## src/rtl/sgd_step_update.sv

```systemverilog
// SGD weight update: w_out = sat(w_in - lr * acc / 2^LOG2_SAMPLES), one element per
// cycle through a shared multiplier, stage 1 = product register, stage 2 = shift/sub/sat/write.
module sgd_step_update #(
  parameter int M            = 5,
  parameter int N            = 1,
  parameter int DATA_W       = 16,
  parameter int FRAC         = 8,
  parameter int LOG2_SAMPLES = 1
) (
  input  logic                       clk,
  input  logic                       reset,
  input  logic                       start,
  input  logic signed [DATA_W-1:0]   lr,
  input  logic signed [DATA_W-1:0]   w_in  [0:M-1][0:N-1],
  input  logic signed [2*DATA_W-1:0] acc   [0:M-1][0:N-1],
  output logic signed [DATA_W-1:0]   w_out [0:M-1][0:N-1],
  output logic                       busy,
  output logic                       done
);

  localparam int NUM    = M * N;
  localparam int IDX_W  = (NUM > 1) ? $clog2(NUM) : 1;
  localparam int ACC_W  = 2 * DATA_W;
  localparam int PROD_W = 3 * DATA_W;
  localparam int DIFF_W = PROD_W + 1;
  localparam int SHIFT  = FRAC + LOG2_SAMPLES;

  localparam logic [IDX_W-1:0] LAST_IDX = IDX_W'(NUM - 1);

  localparam logic signed [DIFF_W-1:0] SAT_MAX =
    {{(DIFF_W-DATA_W+1){1'b0}}, {(DATA_W-1){1'b1}}};
  localparam logic signed [DIFF_W-1:0] SAT_MIN =
    {{(DIFF_W-DATA_W+1){1'b1}}, {(DATA_W-1){1'b0}}};

  typedef enum logic [1:0] {
    S_IDLE,
    S_RUN,
    S_DRAIN
  } state_t;

  state_t                    r_state;
  state_t                    w_state_nxt;

  logic [IDX_W-1:0]          r_idx;
  logic signed [DATA_W-1:0]  r_lr_q;
  logic                      r_s1_valid;
  logic [IDX_W-1:0]          r_s1_idx;
  logic signed [PROD_W-1:0]  r_s1_prod;
  logic                      r_done;
  logic signed [DATA_W-1:0]  r_w_out [0:NUM-1];

  logic signed [DATA_W-1:0]  w_w_in_flat [0:NUM-1];
  logic signed [ACC_W-1:0]   w_acc_flat  [0:NUM-1];

  logic                      w_issue;
  logic                      w_lr_load;
  logic                      w_last_write;
  logic signed [PROD_W-1:0]  w_acc_ext;
  logic signed [PROD_W-1:0]  w_lr_ext;
  logic signed [PROD_W-1:0]  w_prod;
  logic signed [PROD_W-1:0]  w_step;
  logic signed [DIFF_W-1:0]  w_diff;
  logic signed [DATA_W-1:0]  w_sat;

  // Row-major flattening: element k lives at [k/N][k%N].
  for (genvar k = 0; k < NUM; k++) begin : g_flat
    assign w_w_in_flat[k]  = w_in[k/N][k%N];
    assign w_acc_flat[k]   = acc[k/N][k%N];
    assign w_out[k/N][k%N] = r_w_out[k];
  end

  // ---------------------------------------------------------------- FSM
  // NOTE: clocked state uses non-blocking assignments so every register samples
  // pre-edge values regardless of process evaluation order.
  always_ff @(posedge clk) begin
    if (!reset) r_state <= S_IDLE;
    else        r_state <= w_state_nxt;
  end

  always_comb begin
    // NOTE: default first so every path assigns the output and no latch is inferred.
    w_state_nxt = r_state;
    case (r_state)
      S_IDLE:  if (start && !r_done)     w_state_nxt = S_RUN;
      S_RUN:   if (r_idx == LAST_IDX)    w_state_nxt = S_DRAIN;
      S_DRAIN: if (w_last_write)         w_state_nxt = S_IDLE;
      default:                           w_state_nxt = S_IDLE;
    endcase
  end

  always_comb begin
    w_issue   = 1'b0;
    w_lr_load = 1'b0;
    case (r_state)
      S_IDLE:  w_lr_load = start && !r_done;
      S_RUN:   w_issue   = 1'b1;
      default: ;
    endcase
  end

  assign busy = (r_state != S_IDLE);
  assign done = r_done;

  // ------------------------------------------------------ index / lr latch
  always_ff @(posedge clk) begin
    if (!reset) begin
      r_idx  <= '0;
      r_lr_q <= '0;
    end else if (w_lr_load) begin
      r_idx  <= '0;
      r_lr_q <= lr;
    end else if (w_issue) begin
      r_idx  <= (r_idx == LAST_IDX) ? '0 : r_idx + 1'b1;
    end
  end

  // ------------------------------------------------------------- stage 1
  assign w_acc_ext = PROD_W'(w_acc_flat[r_idx]);
  assign w_lr_ext  = PROD_W'(r_lr_q);
  assign w_prod    = w_acc_ext * w_lr_ext;

  always_ff @(posedge clk) begin
    if (!reset) r_s1_valid <= 1'b0;
    else        r_s1_valid <= w_issue;
  end

  // Product and index are qualified by r_s1_valid, so they need no reset.
  always_ff @(posedge clk) begin
    if (w_issue) begin
      r_s1_idx  <= r_idx;
      r_s1_prod <= w_prod;
    end
  end

  // ------------------------------------------------------------- stage 2
  // Arithmetic shift floors toward minus infinity; that rounding is intended.
  assign w_step = r_s1_prod >>> SHIFT;
  assign w_diff = DIFF_W'(w_w_in_flat[r_s1_idx]) - DIFF_W'(w_step);

  always_comb begin
    w_sat = w_diff[DATA_W-1:0];
    if (w_diff > SAT_MAX)      w_sat = {1'b0, {(DATA_W-1){1'b1}}};
    else if (w_diff < SAT_MIN) w_sat = {1'b1, {(DATA_W-1){1'b0}}};
  end

  assign w_last_write = r_s1_valid && (r_s1_idx == LAST_IDX);

  // NOTE: w_out is a register bank with a defined cleared state, so it is reset
  // element by element rather than left to power-up contents like a RAM.
  always_ff @(posedge clk) begin
    if (!reset) begin
      for (int k = 0; k < NUM; k++) r_w_out[k] <= '0;
    end else if (r_s1_valid) begin
      r_w_out[r_s1_idx] <= w_sat;
    end
  end

  always_ff @(posedge clk) begin
    if (!reset) r_done <= 1'b0;
    else        r_done <= w_last_write;
  end

endmodule

```

## config.mk

```make
export PLATFORM = sky130hd
export DESIGN_NAME = sgd_step_update
export DESIGN_NICKNAME = d
export VERILOG_FILES = /design/src/rtl/sgd_step_update.sv
export SDC_FILE = /design/constraint.sdc
export NUM_CORES = 2
export LEC_CHECK = 0
export CORE_MARGIN = 2
export CORE_UTILIZATION = 50
export DETAILED_ROUTE_END_ITERATION = 8
export PLACE_DENSITY = 0.73
export SLEW_MARGIN = 10
export SYNTH_ARGS = -nofsm -noshare
export SYNTH_HDL_FRONTEND = slang
export SYNTH_SLANG_ARGS = --single-unit
```

## constraint.sdc

```tcl
create_clock -name clk -period 14.55 [get_ports clk]
set_input_delay 2.1825 -clock clk [delete_from_list [all_inputs] [get_ports clk]]
set_output_delay 2.1825 -clock clk [all_outputs]
set_load 0.005 [all_outputs]
```

# After elaboration in Yosys (flattened, before gate mapping)
# Memories as Yosys holds them, arrays and structs flattened.
# Index checks and enable logic that the tools add are counted.
dict set report totals {
  mem_bits_rw 80
  in_bits 259
  n_memories 1
  regBits 74
  out_inout_bits 82
}
dict set report op_classes {
  addsub 2
  eq_ne 7
  reduce_logical 8
  order_cmp 4
  mul 1
  mux 22
  bitwise_logic 3
}
# memory words width read_ports rd_clocked_by_memory_dff write_ports line
set memory_table {}
lappend memory_table {r_w_out 5 16 5 0 5 50} ;# logic signed [DATA_W-1:0] r_w_out [0:NUM-1];
# cell n
set ops {}
lappend ops {{$bmux 32 s3} 1}
lappend ops {{$mux 16} 5}
lappend ops {{$mux 32} 2}
lappend ops {{$bmux 16 s3} 1}
lappend ops {{$mul 32x16->48} 1}
lappend ops {{$gt 40x16->1 const B} 1}
lappend ops {{$lt 40x16->1 const B} 1}
lappend ops {{$sub 16x39->40} 1}
lappend ops {{$reduce_or 16->1} 1}
lappend ops {{$ge 4x4->1 const B} 2}
lappend ops {{$not 3->4} 2}
lappend ops {{$mux 1} 7}
lappend ops {{$eq 3x3->1 const B} 2}
lappend ops {{$mux 2} 3}
lappend ops {{$mux 3} 2}
lappend ops {{$ne 2x2->1 const B} 3}
lappend ops {{$pmux 2 s3} 1}
lappend ops {{$add 3x1->3 const B} 1}
lappend ops {{$reduce_and 3->1} 1}
lappend ops {{$eq 2x1->1 const B} 1}
lappend ops {{$eq 2x2->1 const B} 1}
lappend ops {{$logic_and 1x1->1} 2}
lappend ops {{$logic_not 2->1} 1}
lappend ops {{$reduce_bool 2->1} 1}
lappend ops {{3 further kinds} 3}

# Longest topological paths before layout
dict set report logic_depth {
  depth_word 9
  mapped_depth 30
  depth_no_buf 28
}

# Worst setup path before layout
# No wires, ideal clock.
dict set report synth_path {
  path_type {in2reg}
  start {input port acc[39] in the netlist's numbering}
  end {register r_s1_prod[35], data pin}
  t_arrival_ns 8.547
  required_time_ns 14.288
  cell_stages 26
  n_path_buf 1
  slack_ns 5.741
  setup_ns 0.262
  path_cell_list {mux4_2 > a22o_1 > clkbuf_1 > and2_1 > fa_1 > inv_1 > fa_1 > fa_1 > inv_1 > fa_1 > fa_1 > inv_1 > fa_1 > inv_1 > ha_1 > nand4_1 > nor3_1 > o311ai_0 > o21ai_1 > a31oi_1 > o41ai_2 > a21oi_1 > o21bai_1 > a21oi_1 > o21ai_1 > xor2_1}
}
dict set report synth_via {
  elab_chain_len 4
}
# item line
set synth_lines {}
lappend synth_lines {{start, declared} 15} ;# input logic signed [2*DATA_W-1:0] acc [0:M-1][0:N-1],
lappend synth_lines {{$bmux 32 s3} 118} ;# assign w_acc_ext = PROD_W'(w_acc_flat[r_idx]);
lappend synth_lines {{$mux 32 (not written as such) (2 in a row)} 118}
lappend synth_lines {{$mul 32x16->48} 120} ;# assign w_prod = w_acc_ext * w_lr_ext;
lappend synth_lines {{via w_prod[35]} 60} ;# logic signed [PROD_W-1:0] w_prod;
lappend synth_lines {{end signal, assigned} 131} ;# r_s1_prod <= w_prod;
lappend synth_lines {{end, declared} 48} ;# logic signed [PROD_W-1:0] r_s1_prod;
# The timed path passes the listed nets, and every way through them passes these cells. The select of a mux whose other input is x is not followed.
# A chain may end at the register's enable or synchronous reset.

# Worst setup path after layout
dict set report layout_path {
  start {input port acc[104] in the netlist's numbering}
  end {register r_s1_prod[35], data pin}
}
# The elaborated chain is that of the path after synthesis.

==> impl_metrics.sql <==
INSERT INTO impl_metrics (metric_group, metric, value, unit) VALUES
('run_status', 'outcome', 'finished, final reports clean', ''),
('cells_and_area', 'finish.instance_area', '31700', 'µm²'),
('critical_path', 'critical_path_class', 'input pin to register', ''),
('routing', 'drcViolationCount', '0', ''),
('sta', 'holdWs', '496', 'ps'),
('place', 'placedInstanceArea', '31200', 'µm²'),
('synth', 'ys.flop_type', 'sky130_fd_sc_hd__edfxtp_1', ''),
('sta', 'report.final.hold_viol_count', '0', ''),
('clock_tree', 'cts.path.max_buffers', '2', ''),
('sta', 'timing.fmax', '0.105', 'GHz'),
('cells_and_area', 'net_count_final', '4029', ''),
('grt', 'grt_max_degree', '51', ''),
('critical_path', 'crit_path_start_kind', 'input pin', ''),
('sta', 'final_min_period_over_clock_period', '65.5', '%'),
('floorplan', 'initial_utilization', '50.6', '%'),
('sta', 'final.min_clock_period', '9530', 'ps'),
('job', 'reported_max_cap_violation_count', '0', ''),
('clock_tree', 'clock_sink_count', '145', ''),
('place', 'dp.cells', '3809', ''),
('place', 'globalplace.congestion', '0.905', ''),
('synth', 'synthTopCellsByCount', 'sky130_fd_sc_hd__inv_1 (619), sky130_fd_sc_hd__fa_1 (486), sky130_fd_sc_hd__nand2_1 (379)', ''),
('place', 'buffer_ports.inserted', '340', ''),
('synth', 'synthArstFlopShare', '0', '%'),
('sta', 'tightestPinTransition', '1050', 'ps'),
('synth', 'post-synth-top-area-fraction', '35.7', '%'),
('synth', 'synthMostInstantiatedCell', 'sky130_fd_sc_hd__inv_1', ''),
('floorplan', 'boundaryPins', '341', ''),
('floorplan', 'design.die.area', '56300', 'µm²'),
('floorplan', 'dieHeight', '237', 'µm'),
('synth', 'syn-mean-instance-area', '9.44', 'µm²'),
('routing', 'drt-initial-drc-count', '1453', ''),
('grt', 'grt_pass1_vias', '23064', ''),
('cells_and_area', 'finalNonFillerCells', '3842', ''),
('critical_path', 'critPathRequiredTime', '14740', 'ps'),
('synth', 'synth.yosys.seq_area_share', '15.1', '%'),
('sta', 'timing.final.setup_violations', '0', ''),
('floorplan', 'dieWidth', '237', 'µm'),
('grt', 'wire_length_of_the_first_global_routing_pass', '124000', 'µm'),
('critical_path', 'critPathArrivalTime', '9720', 'ps'),
('synth', 'synthCells', '2884', ''),
('routing', 'detail_route.vias_per_cell', '5.55', ''),
('synth', 'syn_nets', '3781', ''),
('sta', 'grt_setup_unrepaired', 'no', ''),
('cells_and_area', 'layout-area-overhead-vs-synth', '16.5', '%'),
('clock_tree', 'cts_inserted_buffers', '17', ''),
('synth', 'synth_seq_cells', '145', ''),
('synth', 'synth.yosys.warnings', '0', ''),
('sta', 'final.setup.tns', '0', 'ps'),
('routing', 'wirelength', '77800', 'µm'),
('clock_tree', 'ctsHtreeMaxLevel', '4', ''),
('clock_tree', 'tritoncts', 'yes', ''),
('clock_tree', 'post_cts_repair_resize_count', '0', ''),
('power', 'pwr_density_cell', '124', 'nW/µm²'),
('power', 'cellLeakagePower', '14.6', 'nW'),
('cells_and_area', 'layout-drive-gt1-share', '5.66', '%'),
('grt', 'grt.overflow.total', '0', ''),
('sta', 'finalMaxSlewViolations', '0', ''),
('clock_tree', 'cts.repair_timing.setup_buffer_count', '0', ''),
('sta', 'skew', '12.1', 'ps'),
('synth', 'synth_cell_type_count', '93', ''),
('floorplan', 'placementRows', '85', ''),
('sta', 'normalized_max_slew_margin', '29.7', '%'),
('critical_path', 'crit_path_max_fanout', '16', ''),
('synth', 'synthesis.area', '27200', 'µm²'),
('clock_tree', 'cts.clk_slew.worst_paths', '60', 'ps'),
('place', 'dpl.hpwl', '62800', 'µm'),
('grt', 'grtUsageTotal', '28.3', '%'),
('grt', 'initial_antenna_violation_count', '1', ''),
('synth', 'netlist_top_cells_area', 'sky130_fd_sc_hd__fa_1 (36%), sky130_fd_sc_hd__edfxtp_1 (13%), sky130_fd_sc_hd__inv_1 (8.5%), sky130_fd_sc_hd__ha_1 (7.0%), sky130_fd_sc_hd__nand2_1 (5.2%)', ''),
('cells_and_area', 'layout.filler_cells', '4541', ''),
('routing', 'detailroute.via_count', '21315', ''),
('synth', 'netlist.top_cell.by_area', 'sky130_fd_sc_hd__fa_1', ''),
('clock_tree', 'cts-hold-fix-buffers', '0', ''),
('clock_tree', 'cts_root_buf', 'sky130_fd_sc_hd__clkbuf_16', ''),
('critical_path', 'critical_path.endpoint_type', 'register', ''),
('routing', 'drtAntennaViolNets', '0', ''),
('synth', 'synth_edf_count', '122', ''),
('worst_hold_path', 'worst_hold_path_type', 'register to register', ''),
('routing', 'routed_wire_length_per_instance', '20.2', 'µm'),
('routing', 'drt_pre_antenna_iters', '5', ''),
('clock_tree', 'clkLatencyLatePin', '440', 'ps'),
('power', 'ir_worst_vdd', '0.000107', 'V'),
('floorplan', 'core_area', '53800', 'µm²');
[critical path, stage by stage]
cell,delay [ps]
sky130_fd_sc_hd__clkdlybuf4s50_1,440
sky130_fd_sc_hd__mux4_2,470
sky130_fd_sc_hd__a22o_1,380
sky130_fd_sc_hd__and2_1,280
sky130_fd_sc_hd__fa_1,550
sky130_fd_sc_hd__inv_1,60
sky130_fd_sc_hd__fa_1,470
sky130_fd_sc_hd__fa_1,510
sky130_fd_sc_hd__inv_1,50
sky130_fd_sc_hd__fa_1,490
sky130_fd_sc_hd__fa_1,490
sky130_fd_sc_hd__inv_1,50
sky130_fd_sc_hd__fa_1,470
sky130_fd_sc_hd__inv_1,40
sky130_fd_sc_hd__ha_1,370
sky130_fd_sc_hd__nand4_1,160
sky130_fd_sc_hd__nor3_1,240
sky130_fd_sc_hd__o311ai_0,180
sky130_fd_sc_hd__o21ai_1,370
sky130_fd_sc_hd__a31oi_1,200
sky130_fd_sc_hd__o41ai_2,450
sky130_fd_sc_hd__a21oi_1,200
sky130_fd_sc_hd__o21bai_1,230
sky130_fd_sc_hd__a21oi_1,130
sky130_fd_sc_hd__o21ai_1,180
sky130_fd_sc_hd__xor2_1,80
[where the power goes]
group / switching, W / leakage [nW] / total, W / internal [W]
Clock: 0.000175 / 0.264 / 0.000425 / 0.000250
Sequential: 0.0000266 / 1.41 / 0.000625 / 0.000598
Combinational: 0.00173 / 12.9 / 0.00290 / 0.00117
Total: 0.00193 / 14.6 / 0.00395 / 0.00202
[path summary, 6_finish.rpt]
check,slack [ps],start,to,cells after the start
setup / recovery,5020,acc[104],r_s1_prod[35]$_DFFE_PP_,26
hold / removal,500,r_lr_q[15]$_SDFFE_PN0P_,r_lr_q[15]$_SDFFE_PN0P_,2
setup reg to reg,6070,r_idx[0]$_SDFFE_PP0P_,r_s1_prod[35]$_DFFE_PP_,26
hold reg to reg,500,r_lr_q[15]$_SDFFE_PN0P_,r_lr_q[15]$_SDFFE_PN0P_,2
[cell type report]
cell class	count	area (µm²)	share of cell area [%]
repair buffers	367	3610	11.4
clock inverters	13	139	0.438
clock buffers	18	429	1.35
multi-input cells	1981	20200	63.7
flip-flops and latches	145	4130	13.0
well taps	696	871	2.75
diodes	2	5.00	0.0158
inverters	620	2330	7.34
[layout by cell type (no fill, tap or decap), types with 9 or more instances in the layout]
master / netlist / routed
sky130_fd_sc_hd__a21boi_0: 19 / 19
sky130_fd_sc_hd__a21o_1: 32 / 32
sky130_fd_sc_hd__a21oi_1: 138 / 138
sky130_fd_sc_hd__a22o_1: 46 / 46
sky130_fd_sc_hd__and2_1: 203 / 203
sky130_fd_sc_hd__and3_1: 11 / 11
sky130_fd_sc_hd__buf_4: 4 / 27
sky130_fd_sc_hd__clkbuf_16: 0 / 17
sky130_fd_sc_hd__clkdlybuf4s50_1: 0 / 340
sky130_fd_sc_hd__dfxtp_1: 23 / 18
sky130_fd_sc_hd__edfxtp_1: 122 / 122
sky130_fd_sc_hd__fa_1: 486 / 486
sky130_fd_sc_hd__ha_1: 152 / 152
sky130_fd_sc_hd__inv_1: 619 / 619
sky130_fd_sc_hd__mux2i_1: 10 / 10
sky130_fd_sc_hd__mux4_2: 46 / 46
sky130_fd_sc_hd__nand2_1: 379 / 379
sky130_fd_sc_hd__nand2b_1: 11 / 11
sky130_fd_sc_hd__nand3_1: 17 / 17
sky130_fd_sc_hd__nand4_1: 20 / 20
sky130_fd_sc_hd__nor2_1: 94 / 94
sky130_fd_sc_hd__nor2b_1: 13 / 12
sky130_fd_sc_hd__nor3_1: 17 / 16
sky130_fd_sc_hd__o21a_1: 13 / 13
sky130_fd_sc_hd__o21ai_0: 41 / 41
sky130_fd_sc_hd__o21ai_1: 9 / 9
sky130_fd_sc_hd__o21ai_2: 12 / 12
sky130_fd_sc_hd__o21bai_1: 12 / 12
sky130_fd_sc_hd__or2_2: 11 / 11
sky130_fd_sc_hd__or3_1: 9 / 9
sky130_fd_sc_hd__xnor2_1: 48 / 48
sky130_fd_sc_hd__xor2_1: 23 / 23
[routing by layer]
layer  track usage (%)  vias to the layer above  routed length [µm]
met2              49.2                     1076               37800
met5                 0                        -                   0
li1                  -                     9546                   -
met4              9.11                        0                2400
met1              35.3                    10531               30600
met3              5.97                      162                6980
[flip-flops by register name (all words and copies together), names as in the netlist]
| register | flops |
|---|---|
| r_lr_q | 16 |
| r_s1_prod | 39 |
| r_s1_idx | 3 |
| done | 1 |
| r_w_out | 80 |
| r_s1_valid | 1 |
| r_idx | 3 |
| r_state | 2 |
[through the flow]
step	total power [W]	worst slack (ps)	util (%)
after global placement	0.00341	4860	57.9
final	0.00395	5020	59.0
after detailed placement	0.00349	4640	57.9
after CTS	0.00393	5090	58.9
after floorplan	0.00272	5740	-
after global routing	0.00433	4650	58.9
[logic make-up (layout without fill, tap and decap cells)]
kind of cell | after synthesis | after routing | synth area share [%]
simple gates | 819 | 819 | 14.9
buf+inv | 758 | 1018 | 10.7
fa+ha+maj | 638 | 638 | 42.7
compound gates | 393 | 393 | 9.93
flops | 145 | 145 | 15.1
xor+xnor | 71 | 71 | 2.28
mux | 60 | 60 | 4.34
other cells | 0 | 2 | 0
Power figures use the tool's default switching activity.
